### src/rtl/sfixed_pkg.sv
// -----------------------------------------------------------------------------
// sfixed_pkg
// Shared helpers for the signed fixed-point datapath.
//   qwidth()     : total width of a Q-format (sign + integer + fraction bits).
//   sat_resize() : clamps a wide signed value into a narrower two's-complement
//                  range and reports whether clamping occurred.
// -----------------------------------------------------------------------------
package sfixed_pkg;

  // Widest intermediate value the saturation helper can accept.
  localparam int SFX_MAX_W = 128;

  typedef struct packed {
    logic [SFX_MAX_W-1:0] value;  // in-range value; caller keeps the low bits
    logic                 ovf;    // 1 when the input had to be clamped
  } sat_t;

  function automatic int qwidth(input int int_bits, input int frac_bits);
    return 1 + int_bits + frac_bits;
  endfunction

  // Clamp v into [-2^(w-1), 2^(w-1)-1]. The returned value is still
  // SFX_MAX_W wide, but it is guaranteed to fit in w bits.
  function automatic sat_t sat_resize(input logic signed [SFX_MAX_W-1:0] v,
                                      input int                         w);
    logic signed [SFX_MAX_W-1:0] hi;
    logic signed [SFX_MAX_W-1:0] lo;
    sat_t                        r;
    hi = $signed(({{(SFX_MAX_W-1){1'b0}}, 1'b1} << (w - 1)) - 1'b1);
    lo = ~hi;  // -(2^(w-1)), since ~x == -x-1
    if (v > hi) begin
      r.value = hi;
      r.ovf   = 1'b1;
    end else if (v < lo) begin
      r.value = lo;
      r.ovf   = 1'b1;
    end else begin
      r.value = v;
      r.ovf   = 1'b0;
    end
    return r;
  endfunction

endpackage

### src/rtl/sfixed_mult_core_sat.sv
// -----------------------------------------------------------------------------
// sfixed_sat
// Combinational saturating resize from an aligned wide product to the
// output Q-format width.
// Ports:
//   val_i  in  WI  aligned signed value
//   res_o  out WO  saturated / truncated result
//   ovf_o  out 1   result was clamped
// -----------------------------------------------------------------------------
module sfixed_sat
  import sfixed_pkg::*;
#(
  parameter int WI = 17,
  parameter int WO = 8
) (
  input  logic signed [WI-1:0] val_i,
  output logic signed [WO-1:0] res_o,
  output logic                 ovf_o
);

  if (WI > SFX_MAX_W) begin : g_bad_wi
    $error("sfixed_sat: input width %0d exceeds SFX_MAX_W", WI);
  end

  sat_t sat;

  always_comb begin
    sat = sat_resize(SFX_MAX_W'(val_i), WO);
  end

  // Once clamped, the value fits in WO bits, so dropping the upper bits
  // is exact.
  assign res_o = WO'(sat.value);
  assign ovf_o = sat.ovf;

endmodule

### src/rtl/sfixed_mult_core.sv
// -----------------------------------------------------------------------------
// sfixed_mult_core
// Signed fixed-point multiplier with one registered output stage.
// Computes a*b exactly, realigns it to Q(OUT_INT).(OUT_FRAC), then
// saturates it to that format.
//
// Optional feature (macro SFIXED_ROUND_EN): when the product is right
// shifted, add half an output LSB first (round half toward +inf) instead
// of flooring.
//
// Ports:
//   clk        in  1   rising-edge clock
//   rst_n      in  1   synchronous active-low reset
//   in_valid   in  1   operands valid this cycle
//   a          in  WA  signed operand a, Q(A_INT).(A_FRAC)
//   b          in  WB  signed operand b, Q(B_INT).(B_FRAC)
//   out_valid  out 1   result valid (one cycle after in_valid)
//   out        out WO  signed result, Q(OUT_INT).(OUT_FRAC)
//   ovf        out 1   result was saturated
// -----------------------------------------------------------------------------
module sfixed_mult_core
  import sfixed_pkg::*;
#(
  parameter int A_INT    = 7,
  parameter int A_FRAC   = 0,
  parameter int B_INT    = 0,
  parameter int B_FRAC   = 7,
  parameter int OUT_INT  = 7,
  parameter int OUT_FRAC = 0
) (
  input  logic                             clk,
  input  logic                             rst_n,
  input  logic                             in_valid,
  input  logic signed [A_INT+A_FRAC:0]     a,
  input  logic signed [B_INT+B_FRAC:0]     b,
  output logic                             out_valid,
  output logic signed [OUT_INT+OUT_FRAC:0] out,
  output logic                             ovf
);

  localparam int WA  = qwidth(A_INT, A_FRAC);
  localparam int WB  = qwidth(B_INT, B_FRAC);
  localparam int WO  = qwidth(OUT_INT, OUT_FRAC);
  localparam int WP  = WA + WB;
  localparam int S   = A_FRAC + B_FRAC - OUT_FRAC;
  localparam int SHR = (S > 0) ? S : 0;
  localparam int SHL = (S < 0) ? -S : 0;
  // One guard bit keeps the rounding add from wrapping; SHL extra bits
  // keep a left shift lossless before saturation.
  localparam int WAL = WP + 1 + SHL;

  if (A_INT < 0 || A_FRAC < 0 || B_INT < 0 || B_FRAC < 0 ||
      OUT_INT < 0 || OUT_FRAC < 0) begin : g_bad_param
    $error("sfixed_mult_core: INT/FRAC parameters must be >= 0");
  end
  if (WA < 2 || WB < 2 || WO < 2) begin : g_bad_width
    $error("sfixed_mult_core: WA, WB and WO must all be >= 2");
  end

  // ---------------------------------------------------------------------------
  // Exact product and alignment
  // ---------------------------------------------------------------------------
  logic signed [WP-1:0]  prod;
  logic signed [WAL-1:0] prod_ext;
  logic signed [WAL-1:0] aligned;

  // WP = WA+WB bits hold any signed product exactly.
  assign prod     = a * b;
  assign prod_ext = {{(WAL - WP){prod[WP-1]}}, prod};

  if (SHR > 0) begin : g_shr
`ifdef SFIXED_ROUND_EN
    localparam logic signed [WAL-1:0] HALF_LSB = {{(WAL-1){1'b0}}, 1'b1} << (SHR - 1);
    assign aligned = (prod_ext + HALF_LSB) >>> SHR;
`else
    assign aligned = prod_ext >>> SHR;
`endif
  end else if (SHL > 0) begin : g_shl
    assign aligned = prod_ext <<< SHL;
  end else begin : g_noshift
    assign aligned = prod_ext;
  end

  // ---------------------------------------------------------------------------
  // Saturation
  // ---------------------------------------------------------------------------
  logic signed [WO-1:0] sat_res;
  logic                 sat_ovf;

  sfixed_sat #(
    .WI (WAL),
    .WO (WO)
  ) u_sat (
    .val_i (aligned),
    .res_o (sat_res),
    .ovf_o (sat_ovf)
  );

  // ---------------------------------------------------------------------------
  // Output register: out/ovf only load on a valid operation, otherwise hold.
  // ---------------------------------------------------------------------------
  logic                 valid_q, valid_d;
  logic signed [WO-1:0] out_q, out_d;
  logic                 ovf_q, ovf_d;

  always_comb begin
    valid_d = in_valid;
    out_d   = out_q;
    ovf_d   = ovf_q;
    if (in_valid) begin
      out_d = sat_res;
      ovf_d = sat_ovf;
    end
  end

  // NOTE: state updates use non-blocking assignments so every register
  // samples its next-state value from the same clock edge; reset is checked
  // first so it overrides a same-cycle in_valid.
  always_ff @(posedge clk) begin
    if (!rst_n) begin
      valid_q <= 1'b0;
      out_q   <= '0;
      ovf_q   <= 1'b0;
    end else begin
      valid_q <= valid_d;
      out_q   <= out_d;
      ovf_q   <= ovf_d;
    end
  end

  assign out_valid = valid_q;
  assign out       = out_q;
  assign ovf       = ovf_q;

endmodule

### config.mk
export PLATFORM = sky130hd
export DESIGN_NAME = sfixed_mult_core
export DESIGN_NICKNAME = d
export VERILOG_FILES = /design/src/rtl/sfixed_pkg.sv /design/src/rtl/sfixed_mult_core_sat.sv /design/src/rtl/sfixed_mult_core.sv
export SDC_FILE = /design/constraint.sdc
export NUM_CORES = 1
export LEC_CHECK = 0
export BUFFER_PORTS_ARGS = -buffer_cell sky130_fd_sc_hd__clkbuf_2
export CAP_MARGIN = 20
export CORE_MARGIN = 1
export CORE_UTILIZATION = 35
export DETAILED_ROUTE_END_ITERATION = 16
export GPL_TIMING_DRIVEN = 0
export PLACE_DENSITY_LB_ADDON = 0.12
export SLEW_MARGIN = 20
export SYNTH_ARGS = -nofsm -noshare
export SYNTH_HDL_FRONTEND = slang
export SYNTH_SLANG_ARGS = --single-unit
### constraint.sdc
create_clock -name clk -period 5.4 [get_ports clk]
set_input_delay 0.54 -clock clk [delete_from_list [all_inputs] [get_ports clk]]
set_output_delay 0.54 -clock clk [all_outputs]
set_load 0.005 [all_outputs]
Word level (Yosys, flattened, before mapping):

Index checks and enable logic that the tools add are counted.
W data, S select, Z words.

* multipliers: 1
* order comparisons: 2
* mux-type cells: 2

Operator list (count)
* $mux W9: 2
* $mul A8 B8 Y16: 1
* $gt A9 B8 Y1 const B: 1
* $lt A9 B8 Y1 const B: 1

* flip-flop bits (word level): 10

Logic depth before layout (Yosys ltp):

Gate-level depths: netlist of run 1.

* word-level depth: 4
* mapped depth: 17
* depth with buffers taken out: 17

Hierarchy:

Synthesis of run 1 repeated with hierarchy kept, for this count alone.

* cells, all modules: 317
* area total of the unflattened synthesis: 2971.6 sq um

By module, submodules not included
* sfixed_mult_core: instances 1, cells each 289, area an instance 2728.9 sq um, sequential area each 200.2 sq um
* sfixed_sat: instances 1, cells each 28, area an instance 242.7 sq um, sequential area each 0.0 sq um

Worst setup path before layout of run 1:

Ideal clock, no wire load.

* path type: input to register
* from: input b[4]
* to: register out_q[2] (netlist: out[2])
* library setup time: 0.074 ns
* data arrival time: 4.830 ns
* setup slack: 0.496 ns
* stages on the path: 17
* cell sequence: and2_1 fa_1 inv_1 fa_1 inv_1 fa_1 inv_1 fa_1 inv_1 ha_1 nor3_1 nor3_2 a2111oi_4 o21bai_1 a32o_1 or3_1 a31oi_1

* longest elaborated chain between the ends: 4
* elaborated cells on any way between the ends: 5

RTL lines
* start: declaration: line sfixed_mult_core.sv:35 `input logic signed [B_INT+B_FRAC:0] b,`
* $mul A8 B8 Y16 (*): line sfixed_mult_core.sv:68 `assign prod = a * b;`
* $lt A9 B8 Y1: line sfixed_pkg.sv:34 `end else if (v < lo) begin`
* $mux W9: line sfixed_pkg.sv:34
* $mux W9 (*): line sfixed_pkg.sv:31 `if (v > hi) begin`
* end signal: assignment: line sfixed_mult_core.sv:126 `out_q <= out_d;`
* end: declaration: line sfixed_mult_core.sv:103 `logic signed [WO-1:0] out_q, out_d;`

Every way passes the cells marked *; elsewhere a longest branch is shown, timed or not.
A chain may end at the register's enable or synchronous reset.

Final worst setup path of run 1:

Same ends and word-level chain as after synthesis.

==> reports/summary.txt, run 1 <==
initial antenna violation count: 0
post-route minimum period: 5094 ps
Area contributors post-synth: fa_1, ha_1, inv_1
Global Route Usage Sum: 15.04%
Mapped Area: 2882 µm²
routed vias: 2,144
Final Slew Violations: 0
dpl cells: 452
Yosys cell types: 44
fin nets: 454
pwr dens: 501.6 nW/µm²
Hold Vio Cnt, Final: 0
Slowest-stage cell, CP: fa_1
Root Driver: clkbuf_8
first-pass GRT wire length: 10.52 mm
Hold Crit Class: flop to flop
Area after DPL: 3149 µm²
fin crit share: 94.33%
asr flop ratio synth: 0%
FF-to-FF path depth: 2
Sw Share: 52.60%
post-route ant nets: 0
Slew @ Worst Pin: 562.6 ps
clock latency on the worst-skew pair: 230 ps
Required @ worst endpoint: 5560 ps
Worst Path Arrival: 5260 ps
clk sink count: 10
worst r2r dst: out[4]
FMAX: 196.3 MHz
Synth Instances: 322
CP cell instances: clkbuf_2, and2_1, fa_1, inv_1, fa_1, inv_1, fa_1, inv_1, fa_1, inv_1, ha_1, nor3_2, nor3_2, a2111oi_4, o21bai_1, a32o_1, or3_1, a31oi_1
unrepaired setup endpoints after global routing: no
R2R Setup Slk: 4660 ps
CTS tree: built
post-synth net total: 421
CTS H-tree lvls: 1
Switching Power: 0.8431 mW
die height: 92.74 µm
sequential area share after synthesis: 6.947%
Final setup viols: 0
gr ovfl total: 0
Layout Cells excl Fill: 455
Routed WL: 5.503 mm
Post-CTS Hold Fix Bufs: 0
Critical Path Max Stage Delay: 530 ps
Post-synth EDFFs: 0
Synth Register Bits: 10
sequential share of power: 7.0%
Max Cap Viol: 0
Setup CP Type: input pin to flop
Hold Startpoint: out[7]
Initial Utilization: 36.72%
Detail Placement HPWL: 4.838 mm
internal power: 0.7597 mW
VDD IR max: 329.2 µV
status: complete, no violations
CTS Buffer Depth: 2
Synth top area share: 36.82%
TritonRoute pass-1 iters: 4
CTS clk-pin slew, worst paths: 40 ps
layout cells sized above 1: 11.61%
Gate power share: 88.3%
clock share of power: 4.6%
relative slew slack: 62.22%
routed vias/inst: 4.712
vias in the first global route: 2,346
CP startpoint kind: input pin
IO buf count: 28
cell family contributing the most delay on the critical path: adder cells
commonest non-fill, non-tap cell in the layout: inv_1
Reg2Reg Launch Point: out[4]
antenna cells: 0
P&R area growth vs syn: 10.90%
initial DRC count: 74
Avg WL per Cell: 12.09 µm
CP Buf/Inv Count: 5
DRC: 0
Mapped Avg Cell Area: 8.949 µm²
highest-count cells in the layout ignoring fill and taps: inv_1, fa_1, and2_1
Synth Warn #: 0
I/O Pins: 29
die area: 8600 µm²
top_reg_cell synth: dfxtp_1
Hold Path Stages: 2
WHS Endpoint: out[7]
core area: 7848 µm²
Static Leak: 1.599 nW
pin count of the biggest net entering global routing: 11
CP Max Fanout: 8
Final Cell Area: 3196 µm²
post-layout util: 40.72%
Die W: 92.74 µm
total CTS buffers: 3
Synth area leader: fa_1
final RePlAce weighted congestion: 0.7869
skew final: 0 ps
Worst setup EP type: flop
Site Rows: 32
[routing by layer]
layer | share of wire (%) | up-vias | GRT usage [%]
met4 | 0 | 0 | 0.3846
met3 | 0.85 | 0 | 1.724
li1 | - | 1066 | -
met1 | 49 | 1073 | 19.78
met5 | 0 | - | 0
met2 | 51 | 5 | 27.84
[synthesized netlist by cell type, types with 2 or more instances]
master,count
a21oi_1,5
ha_1,27
nand2b_1,2
nand3_1,2
a22oi_1,2
a21o_1,3
a21boi_0,2
o21bai_1,2
dfxtp_1,10
a22o_1,2
nor2_1,10
nor3_1,4
and3_1,3
a31oi_1,3
inv_1,79
nand2_1,17
o21ai_0,12
fa_1,53
nor2b_1,7
and2_1,40
clkbuf_1,2
xnor2_1,13
[power by group through the flow]
stage          clock network [mW]  logic, mW  registers (mW)
5_1_grt                    0.0815       1.65           0.117
2_1_floorplan                   0       1.13           0.116
3_3_place_gp                    0       1.42           0.114
6_report                   0.0745       1.42           0.113
4_1_cts                    0.0776       1.43           0.113
3_5_place_dp                    0       1.42           0.114
[through the flow]
stage               power [mW]  setup TNS [ps]  worst slack (ps)  hold slack, ps
floorplan                1.248               0             495.9           467.0
global placement         1.532          -23.99            -23.99           463.0
detailed placement       1.538          -33.89            -33.89           472.2
CTS                      1.623               0             205.1           479.2
global route             1.853               0             8.477           510.3
finish                   1.603               0             306.2           471.1
[flip-flops by register name (all words and copies together), names as in the netlist]
name and count:
out_valid 1, ovf 1, out 8
[how the worst max path moves through the flow]
stage / startpoint / to / cells past startpoint
final: b[4] / out[2] / 18
after global routing: b[4] / out[2] / 18
after CTS: b[4] / out[2] / 18
after detailed placement: b[4] / out[2] / 18
after global placement: b[4] / out[2] / 18
after floorplan: b[4] / out[2] / 17
[worst reg2reg max path: stages, from the launching register on]
cell and delay, ps:
dfxtp_1 320, o21ai_0 80, nor4_1 250
[cell type report]
class / count / area [µm²]
well taps: 102 / 127.6
flip-flops and latches: 10 / 200.2
multi-input cells: 231 / 2382
clock buffers: 3 / 41.29
plain buffers: 2 / 7.507
repair buffers: 28 / 140.1
inverters: 79 / 296.5
fillers: 831 / 4652
[what timing repair did]
action / CTS / global route
endpoints found under the setup margin: 0 / 1
buffers inserted: 0 / 0
resized for setup: 0 / 1
hold endpoints to repair: 0 / 0
[cells by family (layout without fill, tap and decap cells)]
group                      after synthesis  after routing  share of synthesized area, %
xor gates and xnor gates                15             15                         4.820
DFF                                     10             10                         6.947
adders and majority gates               80             80                         48.55
and+or+nand+nor                         92             92                         17.63
buffers and inverters                   81            112                         10.55
muxes                                    1              1                        0.3908
AOI/OAI and AO/OA                       43             43                         11.12
Note: power is estimated with default switching activity, not from simulation.
==> inputs of run 2 (changes only) <==
CTS_CLUSTER_SIZE = 20   (was not set)
RECOVER_POWER = 100   (was not set)
==> run 2 against run 1 <==
Compared with the run above: hold slack barely moved; critical path depth did not move; wire length fell by 0.11%; core utilization fell by 0.11 points; non-clock buffer count did not move; global-route usage did not move; largest cell class unchanged; highest routed layer unchanged.
==> reports/summary.txt, run 2 (synthesis gave the netlist of run 1 again) <==
status: complete, no violations
vias in the first global route: 2,346 (unchanged)
pwr dens: 501.3 nW/µm² (about the same)
Routed WL: 5.497 mm (-0.11%)
fin nets: 454 (unchanged)
Hold Crit Class: flop to flop
Layout Cells excl Fill: 455 (unchanged)
total CTS buffers: 3 (unchanged)
post-route minimum period: 5090 ps (-3.700 ps)
core area: 7848 µm² (unchanged)
Power, Total: 1.598 mW (-0.32%)
clk sink count: 10 (unchanged)
Setup WS pre-CTS: -33.89 ps (unchanged)
Post-CTS Hold Fix Bufs: 0 (unchanged)
IO buf count: 28 (unchanged)
die area: 8600 µm² (unchanged)
Root Driver: clkbuf_8
R2R Setup Slk: 4660 ps (about the same)
Detail Placement HPWL: 4.838 mm (unchanged)
routed vias/inst: 4.705 (-0.14%)
Hold Vio Cnt, Final: 0 (unchanged)
skew final: 0 ps (unchanged)
CP startpoint kind: input pin
CTS Buffer Depth: 2 (unchanged)
Site Rows: 32 (unchanged)
Slew @ Worst Pin: 549.6 ps (-13.09 ps)
VDD IR max: 329.2 µV (about the same)
FMAX: 196.5 MHz (about the same)
CTS tree: built
antenna cells: 0 (unchanged)
initial DRC count: 65 (-12%)
first-pass GRT wire length: 10.52 mm (unchanged)
CP Max Fanout: 8 (unchanged)
I/O Pins: 29 (unchanged)
Final setup viols: 0 (unchanged)
fin crit share: 94.26% (about the same)
post-CTS setup buffer count: 0 (unchanged)
relative slew slack: 63.10% (+0.88 points)
post-layout util: 40.61% (-0.11 points)
gr ovfl total: 0 (unchanged)
commonest non-fill, non-tap cell in the layout: inv_1
Resized Gates After CTS: 0 (unchanged)
Final Slew Violations: 0 (unchanged)
Worst setup EP type: flop
initial antenna violation count: 0 (unchanged)
routed vias: 2,141 (-0.14%)
Static Leak: 1.576 nW (-1.4%)
TritonRoute pass-1 iters: 4 (unchanged)
CTS clk-pin slew, worst paths: 40 ps (about the same)
Max Cap Viol: 0 (unchanged)
final RePlAce weighted congestion: 0.7869 (unchanged)
clock latency on the worst-skew pair: 230 ps (about the same)
Global Route Usage Sum: 15.04% (unchanged)
P&R area growth vs syn: 10.59%
Worst Path Arrival: 5250 ps (about the same)
die height: 92.74 µm (unchanged)
pin count of the biggest net entering global routing: 11 (unchanged)
Initial Utilization: 36.72% (unchanged)
final worst slack: 309.9 ps (+3.700 ps)
Required @ worst endpoint: 5560 ps (about the same)
post-route setup TNS: 0 ps (unchanged)
post-route ant nets: 0 (unchanged)
layout cells sized above 1: 9.632% (-2.0 points)
Setup CP Type: input pin to flop
Die W: 92.74 µm (unchanged)
CTS H-tree lvls: 1 (unchanged)
highest-count cells in the layout ignoring fill and taps: inv_1, fa_1, and2_1
unrepaired setup endpoints after global routing: no
max reg flops: 8 (unchanged)
dpl cells: 452 (unchanged)
Avg WL per Cell: 12.08 µm (-0.11%)
DRC: 0 (unchanged)
-- run 2: power breakdown --
part           internal [mW]  leakage [nW]  switching (mW)
Combinational          0.606          1.47           0.804
Sequential             0.102        0.0830          0.0111
Clock                 0.0485        0.0216          0.0260
-- run 2: layout make-up --
type,instances,area [µm²]
Multi-Input combinational cell,231,2382
Clock buffer,3,41.29
Tap cell,102,127.6
Fill cell,836,4661
Inverter,79,296.5
Timing Repair Buffer,28,131.4
Buffer,2,7.507
Sequential cell,10,200.2
-- run 2: layer usage --
| metal | vias to the layer above | share of wire [%] | track usage, % |
|---|---|---|---|
| met4 | 0 | 0 | 0.3846 |
| li1 | 1064 | - | - |
| met1 | 1072 | 48 | 19.78 |
| met3 | 0 | 0.86 | 1.724 |
| met5 | - | 0 | 0 |
| met2 | 5 | 51 | 27.84 |
-- run 2: metrics by stage --
step | cell area (µm²) | hold slack (ps)
floorplan | 2882 | 467.0
global placement | 3149 | 463.0
detailed placement | 3149 | 472.2
CTS | 3191 | 479.2
global route | 3187 | 510.3
finish | 3187 | 471.4
-- run 2: path summary, 6_finish.rpt --
| check | to | depth (start not counted) | start |
|---|---|---|---|
| worst min register to register | out[7] | 2 | out[7] |
| worst max register to register | out[4] | 2 | out[4] |
| worst min-delay path | out[7] | 2 | out[7] |
| worst max-delay path | out[2] | 18 | b[4] |
-- run 2: critical path, stage by stage --
cell       delay, ps
clkbuf_2         160
and2_1           210
fa_1             530
inv_1             50
fa_1             490
inv_1             60
fa_1             530
inv_1             50
fa_1             530
inv_1             40
ha_1             340
nor3_2           260
nor3_2           100
a2111oi_4        340
o21bai_1         190
a32o_1           290
or3_1            390
a31oi_1          150
==> inputs of run 3 (changes only) <==
CORE_UTILIZATION = 25   (was 35)
==> run 3 against run 2 <==
Compared with the run above: power up 3.9%; combinational power about the same; die area up 39%; via count up 1.3%; wire length up 9.5%; sequential cell count unchanged; core utilization down 11 points; highest routed layer unchanged.
==> reports/summary.txt, run 3 (synthesis gave the netlist of run 1 again) <==
status: complete, no violations
final RePlAce weighted congestion: 0.7032 (-11%)
unrepaired setup endpoints after global routing: no
Hold Vio Cnt, Final: 0 (unchanged)
layout cells sized above 1: 8.499% (-1.1 points)
Initial Utilization: 26.12% (-11 points)
CP Max Fanout: 8 (unchanged)
CTS Buffer Depth: 2 (unchanged)
Register Area: 200.2 µm² (unchanged)
Detail Placement HPWL: 5.362 mm (+11%)
Critical Path Max Stage Delay: 530 ps (about the same)
P&R area growth vs syn: 13.07%
pwr dens: 509.7 nW/µm² (+1.7%)
Root Driver: clkbuf_16
Site Rows: 38 (+19%)
Hold Slack: 468.8 ps (-2.556 ps)
highest-count cells in the layout ignoring fill and taps: inv_1, fa_1, and2_1
Routed WL: 6.021 mm (+9.5%)
CP startpoint kind: input pin
fin crit share: 93.96% (-0.30 points)
Fillers: 1,245 (+49%)
Avg WL per Cell: 12.21 µm (+1.1%)
CTS clk-pin slew, worst paths: 40 ps (about the same)
Setup CP Type: input pin to flop
Slowest-stage cell, CP: fa_1
post-CTS setup buffer count: 0 (unchanged)
core area: 11,030 µm² (+41%)
Max Cap Viol: 0 (unchanged)
dpl cells: 490 (+8.4%)
Hold Crit Class: flop to flop
multi-input combinational cell area: 2375 µm² (-0.31%)
Die W: 109.4 µm (+18%)
I/O Pins: 29 (unchanged)
post-route ant nets: 0 (unchanged)
routed vias/inst: 4.398 (-6.5%)
VDD IR max: 224.8 µV (-32%)
first-pass GRT wire length: 10.97 mm (+4.3%)
relative slew slack: 61.22% (-1.9 points)
pin count of the biggest net entering global routing: 11 (unchanged)
CTS H-tree lvls: 1 (unchanged)
initial antenna violation count: 0 (unchanged)
IO buf count: 28 (unchanged)
max reg flops: 8 (unchanged)
Worst setup EP type: flop
vias in the first global route: 2,445 (+4.2%)
Worst Path Arrival: 5230 ps (-20 ps)
die area: 11,960 µm² (+39%)
die height: 109.4 µm (+18%)
routed vias: 2,168 (+1.3%)
Final Slew Violations: 0 (unchanged)
commonest non-fill, non-tap cell in the layout: inv_1
clk sink count: 10 (unchanged)
fin nets: 454 (unchanged)
Required @ worst endpoint: 5560 ps (about the same)
Static Leak: 1.581 nW (+0.33%)
clock latency on the worst-skew pair: 230 ps (about the same)
DRC: 0 (unchanged)
TritonRoute pass-1 iters: 4 (unchanged)
post-layout util: 29.54% (-11 points)
Power, Total: 1.661 mW (+3.9%)
CTS tree: built
Final setup viols: 0 (unchanged)
initial DRC count: 33 (-49%)
FMAX: 197.1 MHz (+0.32%)
Global Route Usage Sum: 11.57% (-3.5 points)
Layout Cells excl Fill: 493 (+8.4%)
antenna cells: 0 (unchanged)
post-route minimum period: 5074 ps (-16.28 ps)
skew final: 0 ps (unchanged)
post-route setup TNS: 0 ps (unchanged)
gr ovfl total: 0 (unchanged)
CP cell instances: clkbuf_2, and2_1, fa_1, inv_1, fa_1, inv_1, fa_1, inv_1, fa_1, inv_1, ha_1, nor3_2, nor3_2, a2111oi_4, o21bai_1, a32o_1, or3_1, a31oi_1
Slew @ Worst Pin: 577.5 ps (+27.97 ps)
total CTS buffers: 3 (unchanged)
[run 3: cell counts in the layout (fill, tap and decap cells not counted)]
No cell type changed its count.
[run 3: what timing repair did]
item / in CTS / in global routing
setup endpoints to repair: 0 / 1
hold buffers: 0 / 0
gates resized for setup: 0 / 1
[run 3: worst max-delay path: cells and delay by family]
| family | cells | cell delay (ps) |
|---|---|---|
| AOI/OAI and AO/OA | 4 | 980 |
| and+or+nand+nor | 4 | 940 |
| buffers and inverters | 5 | 360 |
| adders and majority gates | 5 | 2420 |
[run 3: cell type report]
| cell class | instances | area share, % |
|---|---|---|
| Multi-Input combinational cell | 231 | 72.89 |
| Inverter | 79 | 9.101 |
| Sequential cell | 10 | 6.144 |
| Tap cell | 140 | 5.376 |
| Timing Repair Buffer | 28 | 3.955 |
| Clock buffer | 3 | 2.304 |
| Buffer | 2 | 0.2304 |
[run 3: power by group]
group,internal [mW],switching [mW],leakage (nW)
Clock,0.0957,0.0307,0.0370
Combinational,0.597,0.825,1.46
Sequential,0.102,0.0114,0.0830
[run 3: metrics by stage]
step / area (µm²) / worst slack [ps]
global route: 3258 / 23.67
CTS: 3272 / 182.2
floorplan: 2882 / 495.9
finish: 3258 / 326.2
global placement: 3197 / -57.34
detailed placement: 3197 / -61.04
[run 3: worst paths after layout]
kind               start  endpoint  slack, ps  cells after the start
setup reg to reg  out[4]    out[4]       4620                      2
hold / removal    out[7]    out[7]        470                      2
setup / recovery    b[4]    out[2]        330                     18
hold reg to reg   out[7]    out[7]        470                      2
[run 3: per-layer routing]
| layer | part of all wire (%) | track usage, % | vias to the layer above | wire length, µm |
|---|---|---|---|---|
| met1 | 47 | 14.55 | 1091 | 2812 |
| met5 | 0 | 0 | - | 0 |
| met2 | 52 | 22.19 | 8 | 3155 |
| met4 | 0 | 0.3810 | 0 | 0 |
| li1 | - | - | 1069 | - |
| met3 | 0.88 | 1.245 | 0 | 53 |
